$ cat src/rtl/hazard_forward_ctrl.sv
// ---------------------------------------------------------------------------
// hazard_forward_ctrl
//
// Hazard controller for the EXE stage of the MIPS pipeline. It does five jobs:
//   * chooses forwarding sources for the three EX operands,
//   * detects load-use hazards, or any RAW hazard when forwarding is disabled,
//     and holds the front end while a NOP bubble goes into ID/EX,
//   * freezes the whole pipe while a data-memory access is outstanding,
//   * flushes the front end on a taken branch,
//   * counts stall and flush cycles and runs a memory-wait watchdog.
//
// Parameters
//   FWD_EN       1: forwarding on; 0: selects stay at 00 and every RAW stalls
//   MEM_TIMEOUT  wait cycles before mem_timeout_err is set (8-bit compare)
//   CNT_W        width of the performance counters
//
// Ports
//   clk, rst                       clock, synchronous active-high reset
//   id_src1/2, id_two_src          ID-stage source registers
//   ex_src1/2, ex_val2_is_reg      EX-stage source registers
//   ex_dest/wb_en/mem_r_en         EX-stage producer (a load when mem_r_en is 1)
//   mem_dest/wb_en, wb_dest/wb_en  MEM and WB producers
//   mem_req, mem_ready             data-memory handshake
//   br_taken                       branch resolved taken in EX
//   val1/2/3_forward_sel           00 reg, 01 MEM result, 10 WB result
//   freeze_front, bubble_idex      load-use / RAW stall
//   freeze_all                     hold every pipeline register and the PC
//   flush_front                    clear IF/ID and ID/EX
//   stall_cnt, flush_cnt           saturating performance counters
//   mem_timeout_err                sticky watchdog error
// ---------------------------------------------------------------------------
module hazard_forward_ctrl #(
    parameter bit FWD_EN      = 1'b1,
    parameter int MEM_TIMEOUT = 255,
    parameter int CNT_W       = 16
) (
    input  logic             clk,
    input  logic             rst,
    input  logic [4:0]       id_src1,
    input  logic [4:0]       id_src2,
    input  logic             id_two_src,
    input  logic [4:0]       ex_src1,
    input  logic [4:0]       ex_src2,
    input  logic             ex_val2_is_reg,
    input  logic [4:0]       ex_dest,
    input  logic             ex_wb_en,
    input  logic             ex_mem_r_en,
    input  logic [4:0]       mem_dest,
    input  logic             mem_wb_en,
    input  logic [4:0]       wb_dest,
    input  logic             wb_wb_en,
    input  logic             mem_req,
    input  logic             mem_ready,
    input  logic             br_taken,
    output logic [1:0]       val1_forward_sel,
    output logic [1:0]       val2_forward_sel,
    output logic [1:0]       val3_forward_sel,
    output logic             freeze_front,
    output logic             bubble_idex,
    output logic             freeze_all,
    output logic             flush_front,
    output logic [CNT_W-1:0] stall_cnt,
    output logic [CNT_W-1:0] flush_cnt,
    output logic             mem_timeout_err
);

    typedef enum logic {
        RUN,
        MEM_WAIT
    } state_t;

    localparam logic [7:0] TIMEOUT8 = 8'(MEM_TIMEOUT);

    state_t     state;
    logic [7:0] wait_cnt;
    logic [7:0] wait_inc;
    logic       id_match_ex;
    logic       id_match_mem;
    logic       stall_req;

    // $0 is hard-wired to zero, so it never creates a dependence.
    function automatic logic reg_match(input logic [4:0] src,
                                       input logic [4:0] dest,
                                       input logic       wb_en);
        return wb_en && (dest != 5'd0) && (src == dest);
    endfunction

    // The MEM result is younger than the WB result, so MEM wins.
    function automatic logic [1:0] fwd_pick(input logic [4:0] src,
                                            input logic [4:0] m_dest,
                                            input logic       m_en,
                                            input logic [4:0] w_dest,
                                            input logic       w_en);
        if (reg_match(src, m_dest, m_en))
            return 2'b01;
        else if (reg_match(src, w_dest, w_en))
            return 2'b10;
        else
            return 2'b00;
    endfunction

    // Forwarding selects. val3 is the store/branch operand, so it follows
    // ex_src2 even when the ALU's second input is an immediate.
    always_comb begin
        val1_forward_sel = 2'b00;
        val2_forward_sel = 2'b00;
        val3_forward_sel = 2'b00;
        if (FWD_EN) begin
            val1_forward_sel = fwd_pick(ex_src1, mem_dest, mem_wb_en, wb_dest, wb_wb_en);
            val3_forward_sel = fwd_pick(ex_src2, mem_dest, mem_wb_en, wb_dest, wb_wb_en);
            if (ex_val2_is_reg)
                val2_forward_sel = val3_forward_sel;
        end
    end

    // Stall detection and priority resolution. A memory freeze holds the
    // whole pipe, so a front-end stall is redundant there. A flush throws
    // away the dependent instruction in ID, so its stall is dropped too.
    // A branch held in EX by a freeze flushes in the first unfrozen cycle.
    always_comb begin
        id_match_ex  = reg_match(id_src1, ex_dest, ex_wb_en) ||
                       (id_two_src && reg_match(id_src2, ex_dest, ex_wb_en));
        id_match_mem = reg_match(id_src1, mem_dest, mem_wb_en) ||
                       (id_two_src && reg_match(id_src2, mem_dest, mem_wb_en));
        if (FWD_EN)
            stall_req = ex_mem_r_en && id_match_ex;
        else
            stall_req = id_match_ex || id_match_mem;

        freeze_all   = mem_req && !mem_ready;
        flush_front  = br_taken && !freeze_all;
        freeze_front = stall_req && !freeze_all && !flush_front;
        bubble_idex  = freeze_front;
    end

    assign wait_inc = (wait_cnt == 8'hFF) ? wait_cnt : wait_cnt + 8'd1;

    // Memory-wait FSM and watchdog. The wait counter only runs while an
    // access is still outstanding in MEM_WAIT. Leaving MEM_WAIT, either on
    // mem_ready or because the requester dropped mem_req, clears it. The
    // error is sticky until reset.
    always_ff @(posedge clk) begin
        if (rst) begin
            state           <= RUN;
            wait_cnt        <= 8'd0;
            mem_timeout_err <= 1'b0;
        end else begin
            case (state)
                RUN: begin
                    wait_cnt <= 8'd0;
                    if (freeze_all)
                        state <= MEM_WAIT;
                end
                MEM_WAIT: begin
                    if (freeze_all) begin
                        wait_cnt <= wait_inc;
                        if (wait_inc >= TIMEOUT8)
                            mem_timeout_err <= 1'b1;
                    end else begin
                        state    <= RUN;
                        wait_cnt <= 8'd0;
                    end
                end
                default: begin
                    state    <= RUN;
                    wait_cnt <= 8'd0;
                end
            endcase
        end
    end

    // Performance counters stop at all-ones rather than wrapping.
    always_ff @(posedge clk) begin
        if (rst) begin
            stall_cnt <= '0;
            flush_cnt <= '0;
        end else begin
            if ((freeze_front || freeze_all) && (stall_cnt != '1))
                stall_cnt <= stall_cnt + CNT_W'(1);
            if (flush_front && (flush_cnt != '1))
                flush_cnt <= flush_cnt + CNT_W'(1);
        end
    end

endmodule

$ cat config.mk
export PLATFORM = sky130hd
export DESIGN_NAME = hazard_forward_ctrl
export DESIGN_NICKNAME = d
export VERILOG_FILES = /design/src/rtl/hazard_forward_ctrl.sv
export SDC_FILE = /design/constraint.sdc
export NUM_CORES = 1
export LEC_CHECK = 0
export CORE_AREA = 8 8 103 105
export DETAILED_ROUTE_END_ITERATION = 10
export DIE_AREA = 0 0 111 113
export SLEW_MARGIN = 20
export SYNTH_ARGS = -nofsm -noshare
export SYNTH_HDL_FRONTEND = slang
export SYNTH_SLANG_ARGS = --single-unit
$ cat constraint.sdc
create_clock -name clk -period 2.8 [get_ports clk]
set_clock_uncertainty 0.1 [all_clocks]
set_input_delay 0.28 -clock clk [delete_from_list [all_inputs] [get_ports clk]]
set_output_delay 0.28 -clock clk [all_outputs]
set_load 0.1 [all_outputs]
==> run metrics, run 1 <==
fin cells 503; I/O Pins 89; Max Slew Vio Count 0; final net count 440; Final setup viols 0; Worst path max stage delay 0.58 ns; CP cell instances clkdlybuf4s50_1, or4_1, o21ai_0, or4_1, nor4_4, and2_4, buf_12; leading area contributor after synthesis dfxtp_1; Worst R2R Start stall_cnt[10]; register bit total from synthesis 42; most common cell after layout, fill and taps aside clkdlybuf4s50_1; WL/cell 13.70 µm; First-pass DRT Iterations 4; Netlist cell types 49; cell count along the critical path 7; min Tclk post-route 2.658 ns; Die H 113 µm; Critical Path End Type primary output; # hold bufs at CTS 0; Max H-tree Level 2; Max Cap Violations 0; DRT Wirelength 6892 µm; syn avg cell area 8.557 µm²; Global Route Usage Sum 0.1107; CP Max Fanout 3; Slew @ Worst Pin 0.5162 ns; Slew HR 0.6527; FF-to-FF setup slack 0.60 ns; hold depth 2; register area share after synthesis 0.3297; CTS sink count 42; DR vias/cell 4.885; Routed Antenna Nets 0; row cnt 35; DRT iter0 DRCs 82; starting density of the core 0.2840; dpl hpwl 5549 µm; Placer Congestion 0.8217; WHS 0.4153 ns; Crit path max-delay family simple AND/OR/NAND/NOR gates; Worst EP arrival 2.28 ns; gr ovfl total 0; area grow syn2layout 46.32%; IR drop worst, VDD 0.2062 mV; leak pwr 1.388 nW; CTS root buffer clkbuf_8; Req. time, crit path 2.42 ns; leading cell types in the layout, fill and taps excluded clkdlybuf4s50_1 (45), dfxtp_1 (42), buf_4 (41), nor2_1 (37), xor2_1 (35); Setup Crit Path Kind input port to primary output; Post-CTS Setup Inserts 0; share of the synthesized area in the top cell type 0.3297; main flop type after synthesis dfxtp_1; Hold Crit Class flip-flop to flip-flop; PostCTS Resize Cnt 0; CTS Buffer Depth 2; Vias 2,457; fraction of layout cells with a size suffix above 1 0.2092; worst reg2reg path depth 6; outcome finished clean; Worst path slowest cell or4_1; Worst Setup EP val2_forward_sel[1]; Netlist Area Pre-Place 2550 µm²; most frequent CP cell or4_1; Max Fclk 376.2 MHz; die width 111 µm; Final Util 0.4156; ys async rst share 0; residual DRC count 0; Total Power 1.268 mW; RSZ-0062 raised after global routing no; syn_nets 347; dpl cells 495; Post-synth EDFFs 0; Num CTS Buffers 5; dominant cells by area after synthesis dfxtp_1 (33%), xor2_1 (12%), nor2_1 (5.6%); vias in the first global route 2,434; initial antenna violation count 0; first-pass GRT wire length 11,900 µm; area of the core 8977 µm²; PortBufs 88; Fin Setup TNS 0 ns; period utilisation layout 0.9493; CP Launch Point wb_dest[1]; Syn Inst Count 298; Die ar. 12,540 µm²; clk_lat worst skew 0.29 ns; final hold violations 0; largest net degree at the start of global routing 25; Worst Path Buf+Inv 2; Synth Warn # 0; Cell Pwr Density 339.9 nW/µm²; Worst-path clk slew 0.08 ns; CTS tree done; Ant. Diodes 0; CP Launch Type input port; FF-to-FF End stall_cnt[5]
cell families (layout without fill, tap and decap cells):
kind of cell / count (synthesis) / in the layout / share of synthesized area
buf+inv: 15 / 109 / 0.02944
fa+ha+maj: 3 / 3 / 0.01472
compound gates: 36 / 36 / 0.09421
simple gates: 146 / 146 / 0.3302
flops: 42 / 42 / 0.3297
xor+xnor: 45 / 45 / 0.1546
mux: 11 / 11 / 0.04710
layer usage:
layer  vias up  GRT usage  wire length [µm]  part of all wire
li1       1251          -                 -                 -
met1      1124     0.1409              3313              0.48
met2        76     0.1761              3070              0.45
met3         6    0.03704               453             0.066
met4         0    0.02432                54            0.0078
met5         -          0                 0                 0
where the power goes:
group / internal (mW) / leakage (nW) / total [mW] / switching [mW]
clock network: 0.199 / 0.0482 / 0.409 / 0.210
logic: 0.112 / 1.00 / 0.252 / 0.139
registers: 0.602 / 0.339 / 0.608 / 0.00580
area by class of cell:
cell class / instances / area, µm²
Tap cell: 111 / 138.9
Inverter: 7 / 26.28
Sequential cell: 42 / 840.8
Fill cell: 881 / 5246
Multi-Input combinational cell: 241 / 1715
Timing Repair Buffer: 94 / 918.4
Clock buffer: 7 / 86.33
Clock inverter: 1 / 5.005
metrics by stage:
| stage | setup WS [ns] | instance area [µm²] |
|---|---|---|
| floorplan | -0.3622 | 2631 |
| global placement | 0.1628 | 3640 |
| detailed placement | 0.1324 | 3640 |
| CTS | 0.1333 | 3731 |
| global route | 0.04644 | 3731 |
| finish | 0.1420 | 3731 |
state kept, by name, summed over array words and instances, names as in the netlist:
register / cells
stall_cnt: 16
mem_timeout_err: 1
state: 1
flush_cnt: 16
wait_cnt: 8
synth_stat cells, drive strengths merged, types with 6 or more instances:
cell	count
nand4	7
nand3	22
nand2	17
nor3	6
inv	7
nor2b	10
or3	6
nor2	39
mux2	8
dfxtp	42
xnor2	10
nor4	12
o21ai	10
or4	9
xor2	35
a21oi	10
worst min-delay path by stage:
stage / from / to / slack [ns]
2_1_floorplan: rst / state / 0.26
3_3_place_gp: wait_cnt[1] / wait_cnt[1] / 0.39
3_5_place_dp: wait_cnt[1] / wait_cnt[1] / 0.40
4_1_cts: wait_cnt[1] / wait_cnt[1] / 0.41
5_1_grt: stall_cnt[0] / stall_cnt[0] / 0.47
6_report: wait_cnt[1] / wait_cnt[1] / 0.42
worst reg2reg max path: stages, from the launching register on:
cell and delay, ns:
dfxtp_1 0.45, nand3_1 0.22, nor2_1 0.33, nand2_1 0.18, nor2_2 0.40, nor4_2 0.08
mux2_1 0.32
(Power assumes the default switching activity.)
==> run 2, diff against run 1 <==
Settings changed: CORE_AREA 8 8 103 105 to 2 2 97 99, DIE_AREA 0 0 111 113 to 0 0 99 101, RECOVER_POWER set to 50.
Clock period 2.8 ns to 2.2 ns, I/O delays scaled along.
==> run metrics, run 2 (synthesis gave the netlist of run 1 again) <==
Global Route Usage Sum 0.1437 (+0.03301); Routed Antenna Nets 0 (unchanged); worst reg2reg path depth 5 (-1); leak pwr 1.598 nW (+15%); Slew @ Worst Pin 1.213 ns (+0.6972 ns); CP Launch Type input port; leading cell types in the layout, fill and taps excluded buf_4 (39), nor2_1 (37), xor2_1 (34), clkbuf_1 (30), nand3_1 (22); gr ovfl total 0 (unchanged); area grow syn2layout 59.32%; CTS Buffer Depth 2 (unchanged); Worst Setup EP val2_forward_sel[1]; DRT iter0 DRCs 88 (+7.3%); Worst path slowest cell or4_4; WL/cell 13.11 µm (-4.3%); residual DRC count 0 (unchanged); final instance area 4063 µm² (+8.9%); area of the core 8977 µm² (unchanged); Ant. Diodes 0 (unchanged); initial antenna violation count 0 (unchanged); fraction of layout cells with a size suffix above 1 0.3279 (+0.1187); Hold Crit Class flip-flop to flip-flop; dpl hpwl 5452 µm (-1.8%); Vias 2,629 (+7.0%); CTS sink count 42 (unchanged); PortBufs 88 (unchanged); hold depth 2 (unchanged); final hold violations 0 (unchanged); largest registers flush_cnt: 16 flops, stall_cnt: 16 flops, wait_cnt: 8 flops; CP Max Fanout 2 (-1); Placer Congestion 0.7843 (-4.6%); Total Power 1.606 mW (+27%); WHS 0.4091 ns (-0.006231 ns); CP Launch Point ex_src2[0]; DRT Wirelength 7094 µm (+2.9%); fill cell count 888 (+0.79%); starting density of the core 0.2840 (unchanged); Max Cap Violations 0 (unchanged); dpl cell area 3996 µm² (+9.8%); first-pass GRT wire length 11,870 µm (-0.18%); final net count 478 (+8.6%); Worst EP arrival 1.79 ns (-0.49 ns); FF-to-FF End stall_cnt[12]; Worst-path clk slew 0.08 ns (about the same); outcome finished clean; Max Slew Vio Count 0 (unchanged); First-pass DRT Iterations 4 (unchanged); Critical Path End Type primary output; dpl cells 529 (+6.9%); largest net degree at the start of global routing 22 (-12%); Worst R2R Start stall_cnt[6]; Fin Setup TNS 0 ns (unchanged); CP cell instances dlygate4sd2_1, xor2_1, or4_4, nor4_4, and2_4, buf_12; period utilisation layout 0.9599; min Tclk post-route 2.112 ns; Num CTS Buffers 5 (unchanged); Max H-tree Level 2 (unchanged); I/O Pins 89 (unchanged); Final setup viols 0 (unchanged); DR vias/cell 4.860 (-0.52%); IR drop worst, VDD 0.2537 mV (+23%); Worst path max stage delay 0.49 ns (-0.09 ns); clk_lat worst skew 0.29 ns (about the same); most common cell after layout, fill and taps aside buf_4; FF-to-FF setup slack 0.15 ns (-0.45 ns); Max Fclk 473.6 MHz; CTS root buffer clkbuf_8; Slew HR 0.1945 (-0.4582); CTS tree done; vias in the first global route 2,468 (+1.4%); Req. time, crit path 1.88 ns (-0.54 ns); Die H 101 µm (-11%); Cell Pwr Density 395.2 nW/µm² (+16%); Setup Crit Path Kind input port to primary output; Die ar. 9999 µm² (-20%); die width 99 µm (-11%); RSZ-0062 raised after global routing no; fin cells 541 (+7.6%); row cnt 35 (unchanged)
## run 2: power breakdown
group          switching [mW]  internal [mW]
clock                   0.266          0.220
sequential            0.00791          0.754
combinational           0.196          0.162
total                   0.470           1.14
## run 2: metrics by stage
stage | util | worst slack, ns
detailed placement | 0.4452 | -0.4176
global placement | 0.4452 | -0.3465
CTS | 0.4638 | 0.008120
floorplan | - | -0.8422
finish | 0.4525 | 0.08829
global route | 0.4525 | 0.01537
## run 2: layout make-up
cell class | count | area, µm² | share of cell area
multi-input combinational | 243 | 1834 | 0.4515
timing repair buffer | 130 | 1070 | 0.2633
sequential | 42 | 910.9 | 0.2242
tap | 111 | 138.9 | 0.03419
clock buffer | 6 | 72.57 | 0.01786
inverter | 7 | 26.28 | 0.006468
clock inverter | 2 | 10.01 | 0.002464
## run 2: what timing repair did
item,in CTS,in global routing
pin swaps,14,11
gates cloned,2,0
endpoints found under the setup margin,8,17
buffers inserted,3,0
endpoints found under the hold margin,0,0
gates resized for setup,33,25
hold buffers,0,0
## run 2: worst max-delay path: cells and delay by family
family,cells,cell delay (ns)
simple gates,3,0.99
xor+xnor,1,0.16
buf+inv,2,0.41
## run 2: how the worst min path moves through the flow
stage / from / endpoint / slack, ns
finish: stall_cnt[12] / stall_cnt[12] / 0.41
global route: flush_cnt[14] / flush_cnt[14] / 0.44
CTS: stall_cnt[12] / stall_cnt[12] / 0.41
detailed placement: stall_cnt[11] / stall_cnt[11] / 0.40
global placement: stall_cnt[12] / stall_cnt[12] / 0.38
floorplan: rst / state / 0.20
## run 2: layer usage
| metal | vias to the layer above | routed length (µm) | part of all wire | GRT usage |
|---|---|---|---|---|
| li1 | 1327 | - | - | - |
| met4 | 0 | 82 | 0.012 | 0.03477 |
| met2 | 78 | 3576 | 0.50 | 0.2562 |
| met5 | - | 0 | 0 | 0 |
| met1 | 1217 | 3024 | 0.43 | 0.1773 |
| met3 | 7 | 410 | 0.058 | 0.02913 |
